### src/rtl/an_capture.sv
// an_capture
// Receiving end of a multiplexed 4-digit display link. The driver strobes
// active-low anodes an3..an0 in that order, one at a time, while presenting
// the digit code on the shared char bus. This block registers the pins once,
// follows the strobe sequence with a small FSM, collects one shadow digit per
// anode window and commits all four digits at once when the an0 window ends.
//
// Ports:
//   clk             system clock, all logic on the rising edge
//   SYNC_DEBNC_RST  asynchronous active-high reset
//   an0..an3        anode strobes, active low
//   char[3:0]       shared digit code
//   err_clr         synchronous clear of the sticky error flags
//   digit0..digit3  last committed frame
//   frame_valid     one-cycle pulse on commit
//   scroll_step     one-cycle pulse with frame_valid when every digit stepped
//                   down by one (mod 16) from the previous frame
//   frame_count     committed-frame counter, wraps
//   order_err, multi_err, glitch_err, width_err, timeout_err  sticky flags
//   state_dbg       current FSM state, for monitors and checkers
//
// Handshake: there is no back-pressure. frame_valid is a single-cycle
// qualifier for digit0..digit3, scroll_step and frame_count; the digits stay
// stable until the next commit or reset.
module an_capture #(
  parameter int TIMEOUT_WIDTH   = 10,
  parameter int TIMEOUT         = 64,
  parameter int MIN_ON          = 1,
  parameter int FRAME_CNT_WIDTH = 8
) (
  input  logic                       clk,
  input  logic                       SYNC_DEBNC_RST,
  input  logic                       an0,
  input  logic                       an1,
  input  logic                       an2,
  input  logic                       an3,
  input  logic [3:0]                 char,
  input  logic                       err_clr,
  output logic [3:0]                 digit0,
  output logic [3:0]                 digit1,
  output logic [3:0]                 digit2,
  output logic [3:0]                 digit3,
  output logic                       frame_valid,
  output logic                       scroll_step,
  output logic [FRAME_CNT_WIDTH-1:0] frame_count,
  output logic                       order_err,
  output logic                       multi_err,
  output logic                       glitch_err,
  output logic                       width_err,
  output logic                       timeout_err,
  output logic [2:0]                 state_dbg
);

  localparam int WW = (MIN_ON < 2) ? 1 : $clog2(MIN_ON + 1);
  localparam logic [WW-1:0]            MIN_ON_W   = WW'(MIN_ON);
  localparam logic [TIMEOUT_WIDTH-1:0] TIMEOUT_W  = TIMEOUT_WIDTH'(TIMEOUT);
  localparam logic [TIMEOUT_WIDTH-1:0] TIMEOUT_M1 = TIMEOUT_WIDTH'(TIMEOUT - 1);

  // Encoding is deliberate: bits [2:1] give (3 - digit index) and bit 0 says
  // "inside the anode window", so WAIT_Dk -> ON_Dk and ON_Dk -> WAIT_D(k-1)
  // are both state + 1.
  typedef enum logic [2:0] {
    WAIT_D3 = 3'd0,
    ON_D3   = 3'd1,
    WAIT_D2 = 3'd2,
    ON_D2   = 3'd3,
    WAIT_D1 = 3'd4,
    ON_D1   = 3'd5,
    WAIT_D0 = 3'd6,
    ON_D0   = 3'd7
  } state_t;

  state_t                     state_q, state_d;
  logic [3:0]                 an_q, an_d;
  logic [3:0]                 char_q, char_d;
  logic [3:0][3:0]            shadow_q, shadow_d;
  logic [3:0][3:0]            digit_q, digit_d;
  logic [WW-1:0]              width_q, width_d;
  logic [TIMEOUT_WIDTH-1:0]   gap_q, gap_d;
  logic [FRAME_CNT_WIDTH-1:0] frame_count_q, frame_count_d;
  logic                       first_frame_q, first_frame_d;
  logic                       frame_valid_q, frame_valid_d;
  logic                       scroll_step_q, scroll_step_d;
  logic                       order_err_q, order_err_d;
  logic                       multi_err_q, multi_err_d;
  logic                       glitch_err_q, glitch_err_d;
  logic                       width_err_q, width_err_d;
  logic                       timeout_err_q, timeout_err_d;

  logic [3:0] low;
  logic       any_low;
  logic       multi_low;
  logic [1:0] low_idx;
  logic [1:0] cur_k;
  logic       in_window;
  logic       timeout_hit;
  logic       step_ok;
  logic       set_order, set_multi, set_glitch, set_width, set_timeout;

  always_comb begin
    an_d          = {an3, an2, an1, an0};
    char_d        = char;
    state_d       = state_q;
    shadow_d      = shadow_q;
    digit_d       = digit_q;
    width_d       = width_q;
    gap_d         = gap_q;
    frame_count_d = frame_count_q;
    first_frame_d = first_frame_q;
    frame_valid_d = 1'b0;
    scroll_step_d = 1'b0;
    set_order     = 1'b0;
    set_multi     = 1'b0;
    set_glitch    = 1'b0;
    set_width     = 1'b0;
    set_timeout   = 1'b0;

    low       = ~an_q;
    any_low   = |low;
    // Clearing the lowest set bit leaves something only if two or more are low.
    multi_low = (low & (low - 4'd1)) != 4'd0;
    case (low)
      4'b0010: low_idx = 2'd1;
      4'b0100: low_idx = 2'd2;
      4'b1000: low_idx = 2'd3;
      default: low_idx = 2'd0;
    endcase
    cur_k       = 2'd3 - state_q[2:1];
    in_window   = state_q[0];
    timeout_hit = !any_low && (gap_q == TIMEOUT_M1);

    // Compared against the digits still on the outputs, i.e. pre-commit.
    step_ok = 1'b1;
    for (int i = 0; i < 4; i++) begin
      if (shadow_q[i] != digit_q[i] - 4'd1) step_ok = 1'b0;
    end

    if (any_low) begin
      gap_d = '0;
    end else if (gap_q != TIMEOUT_W) begin
      gap_d = gap_q + 1'b1;
    end

    if (multi_low) begin
      set_multi = 1'b1;
      state_d   = WAIT_D3;
    end else if (timeout_hit) begin
      set_timeout = 1'b1;
      state_d     = WAIT_D3;
    end else if (!in_window) begin
      if (any_low) begin
        if (low_idx == cur_k) begin
          state_d          = state_t'(state_q + 3'd1);
          shadow_d[cur_k]  = char_q;
          width_d          = WW'(1);
        end else begin
          set_order = 1'b1;
          if (low_idx == 2'd3) begin
            // an3 out of turn is taken as the start of a new frame.
            state_d     = ON_D3;
            shadow_d[3] = char_q;
            width_d     = WW'(1);
          end else begin
            state_d = WAIT_D3;
          end
        end
      end
    end else begin
      if (low[cur_k]) begin
        if (width_q < MIN_ON_W) width_d = width_q + 1'b1;
        if (char_q != shadow_q[cur_k]) set_glitch = 1'b1;
      end else if (width_q >= MIN_ON_W) begin
        if (cur_k == 2'd0) begin
          digit_d       = shadow_q;
          frame_valid_d = 1'b1;
          scroll_step_d = step_ok & ~first_frame_q;
          first_frame_d = 1'b0;
          frame_count_d = frame_count_q + 1'b1;
          state_d       = WAIT_D3;
        end else begin
          state_d = state_t'(state_q + 3'd1);
        end
      end else begin
        set_width = 1'b1;
        state_d   = WAIT_D3;
      end
    end

    // A set event in the same cycle as err_clr keeps the flag set.
    order_err_d   = set_order   | (order_err_q   & ~err_clr);
    multi_err_d   = set_multi   | (multi_err_q   & ~err_clr);
    glitch_err_d  = set_glitch  | (glitch_err_q  & ~err_clr);
    width_err_d   = set_width   | (width_err_q   & ~err_clr);
    timeout_err_d = set_timeout | (timeout_err_q & ~err_clr);
  end

  always_ff @(posedge clk or posedge SYNC_DEBNC_RST) begin
    if (SYNC_DEBNC_RST) begin
      state_q       <= WAIT_D3;
      an_q          <= 4'hF;
      char_q        <= 4'h0;
      shadow_q      <= '0;
      digit_q       <= '0;
      width_q       <= '0;
      gap_q         <= '0;
      frame_count_q <= '0;
      first_frame_q <= 1'b1;
      frame_valid_q <= 1'b0;
      scroll_step_q <= 1'b0;
      order_err_q   <= 1'b0;
      multi_err_q   <= 1'b0;
      glitch_err_q  <= 1'b0;
      width_err_q   <= 1'b0;
      timeout_err_q <= 1'b0;
    end else begin
      state_q       <= state_d;
      an_q          <= an_d;
      char_q        <= char_d;
      shadow_q      <= shadow_d;
      digit_q       <= digit_d;
      width_q       <= width_d;
      gap_q         <= gap_d;
      frame_count_q <= frame_count_d;
      first_frame_q <= first_frame_d;
      frame_valid_q <= frame_valid_d;
      scroll_step_q <= scroll_step_d;
      order_err_q   <= order_err_d;
      multi_err_q   <= multi_err_d;
      glitch_err_q  <= glitch_err_d;
      width_err_q   <= width_err_d;
      timeout_err_q <= timeout_err_d;
    end
  end

  assign digit0      = digit_q[0];
  assign digit1      = digit_q[1];
  assign digit2      = digit_q[2];
  assign digit3      = digit_q[3];
  assign frame_valid = frame_valid_q;
  assign scroll_step = scroll_step_q;
  assign frame_count = frame_count_q;
  assign order_err   = order_err_q;
  assign multi_err   = multi_err_q;
  assign glitch_err  = glitch_err_q;
  assign width_err   = width_err_q;
  assign timeout_err = timeout_err_q;
  assign state_dbg   = state_q;

endmodule

### config.mk
export PLATFORM = sky130hd
export DESIGN_NAME = an_capture
export DESIGN_NICKNAME = d
export VERILOG_FILES = /design/src/rtl/an_capture.sv
export SDC_FILE = /design/constraint.sdc
export NUM_CORES = 1
export LEC_CHECK = 0
export BUFFER_PORTS_ARGS = -buffer_cell sky130_fd_sc_hd__buf_2
export CORE_ASPECT_RATIO = 2
export CORE_MARGIN = 2
export CORE_UTILIZATION = 58
export DETAILED_ROUTE_END_ITERATION = 16
export MAX_ROUTING_LAYER = met4
export PLACE_DENSITY = 0.84
export SYNTH_ARGS = -nofsm -noshare
export SYNTH_HDL_FRONTEND = slang
export SYNTH_SLANG_ARGS = --single-unit
### constraint.sdc
create_clock -name clk -period 2.5 [get_ports clk]
set_input_delay 0.25 -clock clk [delete_from_list [all_inputs] [get_ports clk]]
set_output_delay 0.25 -clock clk [all_outputs]
set_load 0.02 [all_outputs]
==> metrics <==
leakage 0.001997 µW; Sw Share 22.60%; H-tree depth 3; Detailed Place HPWL 5540 µm; Area Growth Syn to Fin 16.93%; Worst Hold Path EP an_q[2]; clk_skew 4.749 ps; most frequent cells in the layout dfrtp_1 (65), buf_2 (44), nand2_1 (42); Via density 5.903; max-cap viol count 0; async set-reset flop share out of synthesis 100.0%; Hold WS 9.430 ps; unrepaired setup endpoints after global routing yes; CTS root buf clkbuf_16; Remaining DRCs 0; maximum fanout along the worst path 28; CTS tree yes; crit path DAT 2570 ps; fill cell count 426; Setup violations, final 0; die height 115.8 µm; worst slack, placed 199.5 ps; register area 0.001758 mm²; PortBufs 44; CP Launch Type register; antenna violations before repair 0; number of synthesized flops with an enable pin 0; CTS buffer count 9; CTS Sinks 70; post-synth top area share 44.91%; WL met1 2711 µm; synth top area cells dfrtp_1 (45%), xnor2_1 (7.5%), nand2_1 (4.4%), mux2_2 (4.0%), dfstp_2 (3.6%); core box area 0.006006 mm²; Clk pwr share 48.1%; final worst setup slack 157.1 ps; I/O Pins 45; largest net degree at the start of global routing 71; routed wl met2 4338 µm; post-synthesis cell count 332; First DRT Iteration DRCs 122; Mapped Area 0.003622 mm²; Final nets 404; Clock Latency Late Sink 340 ps; RR Endpoint frame_count[4]; ANT nets after route 0; die area 0.006932 mm²; R2R setup slack 160 ps; Crit Reg-Reg Startpoint an_q[3]; row cnt 40; Clock Path Buffers 2; die width 59.88 µm; Ant. Diodes 0; routed length per instance 17.18 µm; Initial DRT Pass Iterations 4; Synth Warn # 0; actual slew at the worst max-slew pin 452.5 ps; clk slew on worst S/H paths 50 ps; Fmax 426.8 MHz; power density over the cells 635.2 mW/mm²; HP Start an2; vias in the first global route 2782; Worst Reg-to-Reg Cells 7; status finished, final reports clean; Slew Limit Fails 0; fin crit period 2343 ps; Syn Nets 351; NetSw 607.9 µW; Initial Util 60.31%; Crit Path Class register to register; maximum vdd drop 482.2 µV; Worst Setup End Kind register; post-layout util 70.52%; Vias 2674; top_reg_cell synth dfrtp_1; HP Class primary input to register; DRT Wirelength 7784 µm; commonest non-fill, non-tap cell in the layout dfrtp_1; Hold Path Depth 1; syn_area_per_cell 10.91 µm²; register area share after synthesis 48.53%; CP Data Required Time 2730 ps; Yosys cell types 54; Yosys top cell by area dfrtp_1; first-pass GRT wire length 13060 µm; Hold Vio Cnt, Final 0; internal power 2082 µW; ratio of cells with drive above 1 in the final layout 29.23%; Top Metal Used met4; Max-slew headroom 69.76%; final weighted congestion in routability-driven placement 0.9693; Seq pwr share 45.0%; total power 2690 µW; grt ovf 0; Comb power frac 6.8%; met3 WL post-DR 298 µm; area of the multi-input gates 0.001708 mm²; Total GRT Usage 26.33%; Final Cycle Share 93.71%; Yosys reg bits 70
==> Yosys cell counts (5+ instances only) <==
master,number
o21ai_2,8
nand2_1,42
and3_1,5
nor2_1,20
dfrtp_1,65
mux2_2,13
nand4_1,6
mux4_2,5
xor2_1,10
a21oi_1,11
inv_1,19
nand3_1,9
xnor2_1,31
ha_1,8
dfstp_2,5
o21ai_0,11
nor3_1,6
==> worst max path at each step <==
stage                        from              to  slack (ps)  depth (start not counted)
final                     an_q[3]  frame_count[4]         160                          7
after global routing      an_q[1]  frame_count[4]         -10                          7
after CTS                 an_q[2]  frame_count[4]         160                          7
after detailed placement  an_q[2]  frame_count[4]         200                          7
after global placement    an_q[2]  frame_count[4]         280                          7
after floorplan           an_q[0]     shadow_q[4]         350                          7
==> power groups by stage <==
stage / clock network (µW) / registers [µW] / logic [µW]
2_1_floorplan: 0 / 1220 / 135
3_3_place_gp: 0 / 1230 / 170
3_5_place_dp: 0 / 1230 / 178
4_1_cts: 1310 / 1210 / 181
5_1_grt: 1360 / 1210 / 205
6_report: 1290 / 1210 / 184
==> what timing repair did <==
action	CTS	global route
hold buffers	1	0
setup endpoints to repair	0	3
endpoints found under the hold margin	18	0
gates resized for setup	0	1
buffers inserted	0	3
==> state kept, by name, summed over array words and instances (netlist names) <==
register and cells:
digit2 4, state_dbg 3, char_q 4, digit1 4, frame_count 8, scroll_step 1
gap_q 10, timeout_err 1, width_q 1, digit0 4, glitch_err 1, an_q 4
shadow_q 16, order_err 1, digit3 4, width_err 1, frame_valid 1, multi_err 1
first_frame_q 1
==> per-stage QoR <==
step	TNS, ps	cell area (µm²)	cells
3_3_place_gp	0	3895	433
2_1_floorplan	0	3622	332
5_1_grt	-9.534	4235	453
6_report	0	4235	453
3_5_place_dp	0	3895	433
4_1_cts	0	4208	450
==> kinds of logic after synthesis <==
logic type	Yosys count	synth area share, %
compound gates	44	8.290
xor+xnor	41	9.914
fa+ha+maj	9	3.040
buf+inv	32	4.456
flops	70	48.53
mux	22	8.394
simple gates	114	17.37
==> per-layer routing <==
metal	global-route usage (%)	vias to the layer above
met5	-	-
met4	17.63	0
met3	6.250	35
met2	43.55	81
met1	26.42	1312
li1	-	1246
==> critical path, cell delays in order (launching register included) <==
cell and delay, ps:
dfstp_2 660, mux4_2 320, and2_1 180, nand4b_2 160, or2_1 320, inv_4 280
nand4_1 160, xnor2_1 140
==> layout make-up <==
| type | instances | area share (%) |
|---|---|---|
| clock buffer | 13 | 6.145 |
| clock inverter | 3 | 1.004 |
| inverter | 20 | 1.832 |
| multi-input combinational | 230 | 40.33 |
| sequential | 70 | 41.51 |
| tap | 63 | 1.861 |
| timing repair buffer | 54 | 7.326 |
Note: power is estimated with default switching activity, not from simulation.
